===== config.mk =====
export PLATFORM = sky130hd
export DESIGN_NAME = serial_subtractor_flat
export DESIGN_NICKNAME = d
export VERILOG_FILES = /design/src/rtl/serial_subtractor_if.sv /design/src/rtl/serial_subtractor.sv /design/src/flat_wrapper.sv
export SDC_FILE = /design/constraint.sdc
export NUM_CORES = 1
export LEC_CHECK = 0
export BUFFER_PORTS_ARGS = -buffer_cell sky130_fd_sc_hd__buf_2
export CORE_AREA = 2 2 63 65
export CTS_CLUSTER_DIAMETER = 150
export DETAILED_ROUTE_END_ITERATION = 6
export DIE_AREA = 0 0 65 67
export HOLD_SLACK_MARGIN = 0.05
export PLACE_DENSITY_LB_ADDON = 0.2
export SYNTH_ARGS = -nofsm -noshare
export SYNTH_HDL_FRONTEND = slang
export SYNTH_SLANG_ARGS = --single-unit

===== constraint.sdc =====
create_clock -name clk -period 2.6 [get_ports clk]
set_input_delay 0.13 -clock clk [delete_from_list [all_inputs] [get_ports clk]]
set_output_delay 0.13 -clock clk [all_outputs]
set_load 0.01 [all_outputs]

===== src/rtl/serial_subtractor_if.sv =====
// Operand/result bundle for the bit-serial subtractor.
// The master drives the request and operands; the slave returns status, result and flags.
interface serial_subtractor_if #(
  parameter int unsigned N_BITS = 8
);
  logic              start;
  logic [N_BITS-1:0] A;
  logic [N_BITS-1:0] B;
  logic              busy;
  logic              done;
  logic [N_BITS-1:0] S;
  logic              N;
  logic              Z;
  logic              P;
  logic              V;

  modport master (
    output start, A, B,
    input  busy, done, S, N, Z, P, V
  );

  modport slave (
    input  start, A, B,
    output busy, done, S, N, Z, P, V
  );
endinterface


===== src/rtl/serial_subtractor.sv =====
// Bit-serial two's-complement subtractor: S = A - B computed LSB first as A + ~B + 1,
// one full-adder step per cycle, with N/Z/P/V flags loaded alongside the result.
module serial_subtractor #(
  parameter int unsigned N_BITS = 8
) (
  input logic                 clk,
  input logic                 reset,
  serial_subtractor_if.slave  bus
);

  localparam int unsigned CntW = (N_BITS > 1) ? $clog2(N_BITS) : 1;
  localparam logic [CntW-1:0] LastBit = CntW'(N_BITS - 1);

  typedef enum logic [1:0] {StIdle, StRun, StDone} state_e;

  state_e            state_q;
  logic [N_BITS-1:0] a_q, b_q, work_q, s_q;
  logic [CntW-1:0]   cnt_q;
  logic              carry_q, busy_q, done_q;
  logic              n_q, z_q, p_q, v_q;

  logic              fa_a, fa_b, fa_sum, fa_cout;
  logic [N_BITS-1:0] result;

  // Single full-adder cell; the subtrahend bit is inverted and carry starts at 1.
  always_comb begin
    fa_a    = a_q[cnt_q];
    fa_b    = ~b_q[cnt_q];
    fa_sum  = fa_a ^ fa_b ^ carry_q;
    fa_cout = (fa_a & fa_b) | (carry_q & (fa_a ^ fa_b));
    result  = {fa_sum, work_q[N_BITS-1:1]};
  end

  always_ff @(posedge clk) begin
    if (reset) begin
      state_q <= StIdle;
      a_q     <= '0;
      b_q     <= '0;
      work_q  <= '0;
      s_q     <= '0;
      cnt_q   <= '0;
      carry_q <= 1'b0;
      busy_q  <= 1'b0;
      done_q  <= 1'b0;
      n_q     <= 1'b0;
      z_q     <= 1'b1;
      p_q     <= 1'b1;
      v_q     <= 1'b0;
    end else begin
      unique case (state_q)
        StIdle: begin
          if (bus.start) begin
            a_q     <= bus.A;
            b_q     <= bus.B;
            cnt_q   <= '0;
            carry_q <= 1'b1;
            busy_q  <= 1'b1;
            state_q <= StRun;
          end
        end
        StRun: begin
          carry_q <= fa_cout;
          work_q  <= result;
          cnt_q   <= cnt_q + CntW'(1);
          if (cnt_q == LastBit) begin
            s_q     <= result;
            n_q     <= result[N_BITS-1];
            z_q     <= (result == '0);
            p_q     <= ~result[0];
            v_q     <= (a_q[N_BITS-1] != b_q[N_BITS-1]) && (result[N_BITS-1] != a_q[N_BITS-1]);
            done_q  <= 1'b1;
            state_q <= StDone;
          end
        end
        StDone: begin
          busy_q  <= 1'b0;
          done_q  <= 1'b0;
          state_q <= StIdle;
        end
        default: state_q <= StIdle;
      endcase
    end
  end

  assign bus.busy = busy_q;
  assign bus.done = done_q;
  assign bus.S    = s_q;
  assign bus.N    = n_q;
  assign bus.Z    = z_q;
  assign bus.P    = p_q;
  assign bus.V    = v_q;

endmodule


===== src/flat_wrapper.sv =====
// flat-port wrapper written by rule: the top's interface ports become plain ports
module serial_subtractor_flat 
#(
  parameter int unsigned N_BITS = 8
)
  (clk, reset, bus_start, bus_A, bus_B, bus_busy, bus_done, bus_S, bus_N, bus_Z, bus_P, bus_V);
  serial_subtractor_if #(.N_BITS(N_BITS)) bus_i ();
  input logic clk;
  input logic reset;
  input wire logic [$bits(bus_i.start)-1:0] bus_start;
  input wire logic [$bits(bus_i.A)-1:0] bus_A;
  input wire logic [$bits(bus_i.B)-1:0] bus_B;
  output wire logic [$bits(bus_i.busy)-1:0] bus_busy;
  output wire logic [$bits(bus_i.done)-1:0] bus_done;
  output wire logic [$bits(bus_i.S)-1:0] bus_S;
  output wire logic [$bits(bus_i.N)-1:0] bus_N;
  output wire logic [$bits(bus_i.Z)-1:0] bus_Z;
  output wire logic [$bits(bus_i.P)-1:0] bus_P;
  output wire logic [$bits(bus_i.V)-1:0] bus_V;
  assign bus_i.start = bus_start;
  assign bus_i.A = bus_A;
  assign bus_i.B = bus_B;
  assign bus_busy = bus_i.busy;
  assign bus_done = bus_i.done;
  assign bus_S = bus_i.S;
  assign bus_N = bus_i.N;
  assign bus_Z = bus_i.Z;
  assign bus_P = bus_i.P;
  assign bus_V = bus_i.V;
  serial_subtractor #(.N_BITS(N_BITS)) u_core (.clk(clk), .reset(reset), .bus(bus_i));
endmodule

Word-level counts from Yosys, hierarchy flattened. Index checks and enable logic that the tools add are counted.

Bits in registers: 44. Bits in latches: 0. Memory bits (writable): 0. Bits in read-only memories: 0. Bits of input ports: 19. Output and inout bits: 14. Memories kept: 0.

$add $sub $neg: 1. Multipliers: 0. Div/mod/pow operators: 0. Order comparisons: 1. Equal/unequal tests: 7. Shift operators: 0. Muxes and demuxes: 14. Bitwise logic cells: 7. Reduce and logical (&&, ||, !) cells: 12.

Operators with widths (number): 2-bit AND reduction (6); 8-bit zero test (1); 1-bit binary-select mux with 3-bit select (2); 1-bit one-hot mux with 2 select lines (3); 3-bit one-hot mux with 2 select lines (1); 2-bit nonzero test (3); 3-bit by 4-bit < comparator with 1-bit output, second input constant (1); 1-bit 2-to-1 mux (4); 2-bit 2-to-1 mux (2); 2-bit one-hot mux with 2 select lines (1); 3-bit by 1-bit adder with 3-bit output, second input constant (1); 3-bit equality test, second input constant (1); 3-bit 2-to-1 mux (1); 1-bit AND (2); 2-bit by 1-bit equality test with 1-bit output, second input constant (1); 2-bit equality test, second input constant (1); 2-bit zero test (1); 1-bit inequality test (2); 2-bit by 1-bit inequality test with 1-bit output, second input constant (1); 2-bit inequality test, second input constant (1); 1-bit NOT (2); 1-bit XOR (2); 1-bit logical AND (1); 1-bit bitwise OR (1).

Depth between registers and ports, before layout.
Depth in word-level cells: 7. Depth in mapped cells: 7. Depth with buffers taken out: 6.

Worst setup path after synthesis. OpenSTA, ideal clock, no wires.

Path type: register -> register. Start point: register u_core.cnt_q[0]. End point: register u_core.v_q, in the netlist u_core.bus.V. Data arrival time: 2.409 ns. Required time: 2.509 ns. Path slack: 0.100 ns. Stages on the path, launching flop included: 7. Buffers on the path: 1. Cells stage by stage: dfxtp_1 -> buf_6 -> mux4_1 -> mux2_2 -> fa_1 -> or3b_2 -> a311oi_1.

Cells in the longest elaborated chain, start to end: 7. Elaborated cells on any way between the ends: 11.

RTL lines: start, declared (line serial_subtractor.sv:18) `logic [CntW-1:0] cnt_q;`; start signal, assigned (line serial_subtractor.sv:64) `cnt_q <= cnt_q + CntW'(1);`; 1-bit binary-select mux with 3-bit select (line serial_subtractor.sv:28) `fa_b = ~b_q[cnt_q];`; 1-bit 2-to-1 mux (not written as such) (line serial_subtractor.sv:28); 1-bit NOT (line serial_subtractor.sv:28); 1-bit XOR (2 in series) (line serial_subtractor.sv:29) `fa_sum = fa_a ^ fa_b ^ carry_q;`; 1-bit inequality test (line serial_subtractor.sv:70) `v_q <= (a_q[N_BITS-1] != b_q[N_BITS-1]) && (result[N_BITS-1] != a_q[N_BITS-1]);`; 1-bit logical AND (line serial_subtractor.sv:70); end signal, assigned (line serial_subtractor.sv:70); end, declared (line serial_subtractor.sv:20) `logic n_q, z_q, p_q, v_q;`.

Several ways; a longest one is shown, not always the timed one. The select of a mux whose other input is x is not followed. A chain may end at the register's enable or synchronous reset.

Worst setup path in the final report. Same ends and word-level chain as after synthesis.

==> flow_metrics.env <==
export IMPL_drive_gt1_share_pct=19.8
export IMPL_syn2layout_area_growth_pct=15.3
export IMPL_holdPathEnd="u_core.a_q[1]"
export IMPL_multiInputGateArea_um2=785
export IMPL_tns_ps=0
export IMPL_ff2ff_setup_slack_ps=130
export IMPL_arrival_ps=2670
export IMPL_die_x_um=65
export IMPL_h_tree_depth=2
export IMPL_reg2regPathDepth=5
export IMPL_hp_class="input pin to flop"
export IMPL_drt_iter0_markers=79
export IMPL_fin_area_mm2=0.00198
export IMPL_grt_max_degree=43
export IMPL_seq_area_um2=842
export IMPL_synthTopCellsByArea="dfxtp_1 49%, nand2_1 13%, a21oi_1 10%"
export IMPL_p_total_w=0.00130
export IMPL_synth_cells=195
export IMPL_setup_violations=0
export IMPL_final_max_slew_viol_count=0
export IMPL_clkSlewWorstSetupHoldPaths_ps=70
export IMPL_ir_drop_mv=0.435
export IMPL_synth_distinct_cells=30
export IMPL_rsz0062_at_grt="false"
export IMPL_synthArstFlopShare_pct=0
export IMPL_wl_per_cell_um=11.5
export IMPL_start_util_pct=47.5
export IMPL_fin_crit_ps=2470
export IMPL_final_common_cell="nand2_1"
export IMPL_gp_congestion=0.777
export IMPL_drt_pass1_iter_count=4
export IMPL_post_route_drc_count=0
export IMPL_leakage_nw=0.789
export IMPL_fmax_mhz=405
export IMPL_clkSinkCount=42
export IMPL_final_cell_mix="61 x nand2_1, 41 x dfxtp_1, 35 x a21oi_1"
export IMPL_clockRootBuffer="clkbuf_8"
export IMPL_min_from="bus_A[1]"
export IMPL_netlist_area_leader_share_pct=49.1
export IMPL_num_antenna_cells=0
export IMPL_grt_pass1_vias=1172
export IMPL_cts_tree="done"
export IMPL_finalNetCount=243
export IMPL_die_h_um=67
export IMPL_status="finished clean"
export IMPL_synth_top_flop_cell="dfxtp_1"
export IMPL_grt_total_usage_pct=15.6
export IMPL_die_area_mm2=0.00436
export IMPL_seq_area_frac_synth_pct=49.1
export IMPL_reg2reg_from="u_core.cnt_q[0]"
export IMPL_pre_cts_slack_ps=56.3
export IMPL_hold_viol_final=0
export IMPL_synth_top_cell_by_area="dfxtp_1"
export IMPL_ys_ff_latch=42
export IMPL_fillers=354
export IMPL_endpoint_kind="flop"
export IMPL_crit_fanout=5
export IMPL_postRouteAntennaNets=0
export IMPL_synth_edf_count=0
export IMPL_layout_setup_ws_ps=133
export IMPL_post_cts_buffers=0
export IMPL_fin_crit_sh_pct=94.9
export IMPL_place_area_mm2=0.00187
export IMPL_syn_nets=217
export IMPL_avgSynthCellArea_um2=8.78
export IMPL_crit_required_ps=2800
export IMPL_synth_area_mm2=0.00171
export IMPL_wl_um=3100
export IMPL_path_class="flop to flop"
export IMPL_power_per_cell_area_mw_per_mm2=658
export IMPL_worstSetupStartpointType="flop"
export IMPL_pin_count=33
export IMPL_port_buffers=32
export IMPL_place_hpwl_um=2150
export IMPL_hold_path_depth=3
export IMPL_yosysWarnings=0
export IMPL_vias_per_cell=5.01
export IMPL_reg2reg_to="u_core.bus.V"
export IMPL_tightest_slew_ps=833
export IMPL_finClkSkew_ps=2.54
export IMPL_numCtsBuffers=5
export IMPL_grt_pass1_wl_um=5160
export IMPL_finish_utilization_pct=54.8
export IMPL_relSlewSlack_pct=44.3
export IMPL_core_area_mm2=0.00361
export IMPL_clockBufferDepth=2
export IMPL_clock_latency_ps=290
export IMPL_grt_antenna_before_repair=0
export IMPL_overflow=0
export IMPL_drv_cap=0
export IMPL_num_vias=1353
export IMPL_rows=22
-- state kept, by name, summed over array words and instances, names as in the netlist --
| name | cells |
|---|---|
| u_core.cnt_q | 3 |
| u_core.bus.busy | 1 |
| u_core.b_q | 8 |
| u_core.bus.S | 8 |
| u_core.bus.done | 1 |
| u_core.state_q | 2 |
| u_core.bus.V | 1 |
| u_core.work_q | 7 |
| u_core.bus.Z | 1 |
| u_core.bus.P | 1 |
| u_core.a_q | 8 |
| u_core.carry_q | 1 |
-- per-layer routing --
| layer | track usage, % | vias to the layer above | routed length (um) |
|---|---|---|---|
| met2 | 25.9 | 26 | 1450 |
| met1 | 18.7 | 615 | 1450 |
| met4 | 7.98 | 0 | 59 |
| met5 | 0 | - | 0 |
| li1 | - | 707 | - |
| met3 | 4.05 | 5 | 140 |
-- critical path, stage by stage (launching register included) --
cell and delay (ps):
dfxtp_2 390, mux4_1 550, mux2_2 290, fa_1 450
or3b_2 450, a311oi_1 250
-- power by group --
part           switching [W]  internal, W  leakage, nW
sequential         0.0000185     0.000667        0.343
combinational      0.0000638    0.0000554        0.394
clock               0.000207     0.000287       0.0524
-- cell families (layout without fill, tap and decap cells) --
| family | count (synthesis) | after routing | synth area share, % |
|---|---|---|---|
| buffers and inverters | 17 | 44 | 5.11 |
| multiplexers | 6 | 6 | 7.38 |
| flip-flops | 42 | 42 | 49.1 |
| adder cells (fa/ha/maj) | 3 | 3 | 2.63 |
| AND/OR/NAND/NOR | 84 | 84 | 21.8 |
| AO/OA/AOI/OAI | 43 | 43 | 14.0 |
-- cell type report --
| type | instances | share of cell area, % |
|---|---|---|
| timing repair buffer | 34 | 8.87 |
| inverter | 2 | 0.380 |
| multi-input combinational | 136 | 39.7 |
| clock buffer | 7 | 3.86 |
| clock inverter | 1 | 1.52 |
| tap | 48 | 3.04 |
| sequential | 42 | 42.6 |
-- how the worst max path moves through the flow --
stage                         start            to  slack [ps]  cells after the start
floorplan           u_core.cnt_q[0]  u_core.bus.V         100                      6
global placement    u_core.cnt_q[0]  u_core.bus.V         110                      5
detailed placement  u_core.cnt_q[0]  u_core.bus.V          60                      5
CTS                 u_core.cnt_q[0]  u_core.bus.V          50                      5
global route        u_core.cnt_q[0]  u_core.bus.V        0.04                      5
finish              u_core.cnt_q[0]  u_core.bus.V         130                      5
-- stage by stage --
stage                     std cells  hold slack, ps
after floorplan                 195             266
after global placement          262             372
after detailed placement        262             378
after CTS                       270            63.1
after global routing            270            72.3
final                           270            67.5
-- synth_stat cells (2+ instances only) --
| cell type | count |
|---|---|
| a21oi_1 | 35 |
| a211oi_1 | 4 |
| nand2_1 | 61 |
| buf_2 | 7 |
| dfxtp_1 | 42 |
| buf_4 | 2 |
| inv_1 | 2 |
| nand2b_1 | 2 |
| ha_1 | 2 |
| nor2_1 | 7 |
| nand3b_1 | 2 |
| mux4_1 | 4 |
| clkbuf_1 | 5 |
| nand3_1 | 4 |
-- timing repair --
action / CTS / global route
gates resized for setup: 0 / 1
endpoints found under the setup margin: 0 / 2
hold buffers: 0 / 0
Power figures use the tool's default switching activity.
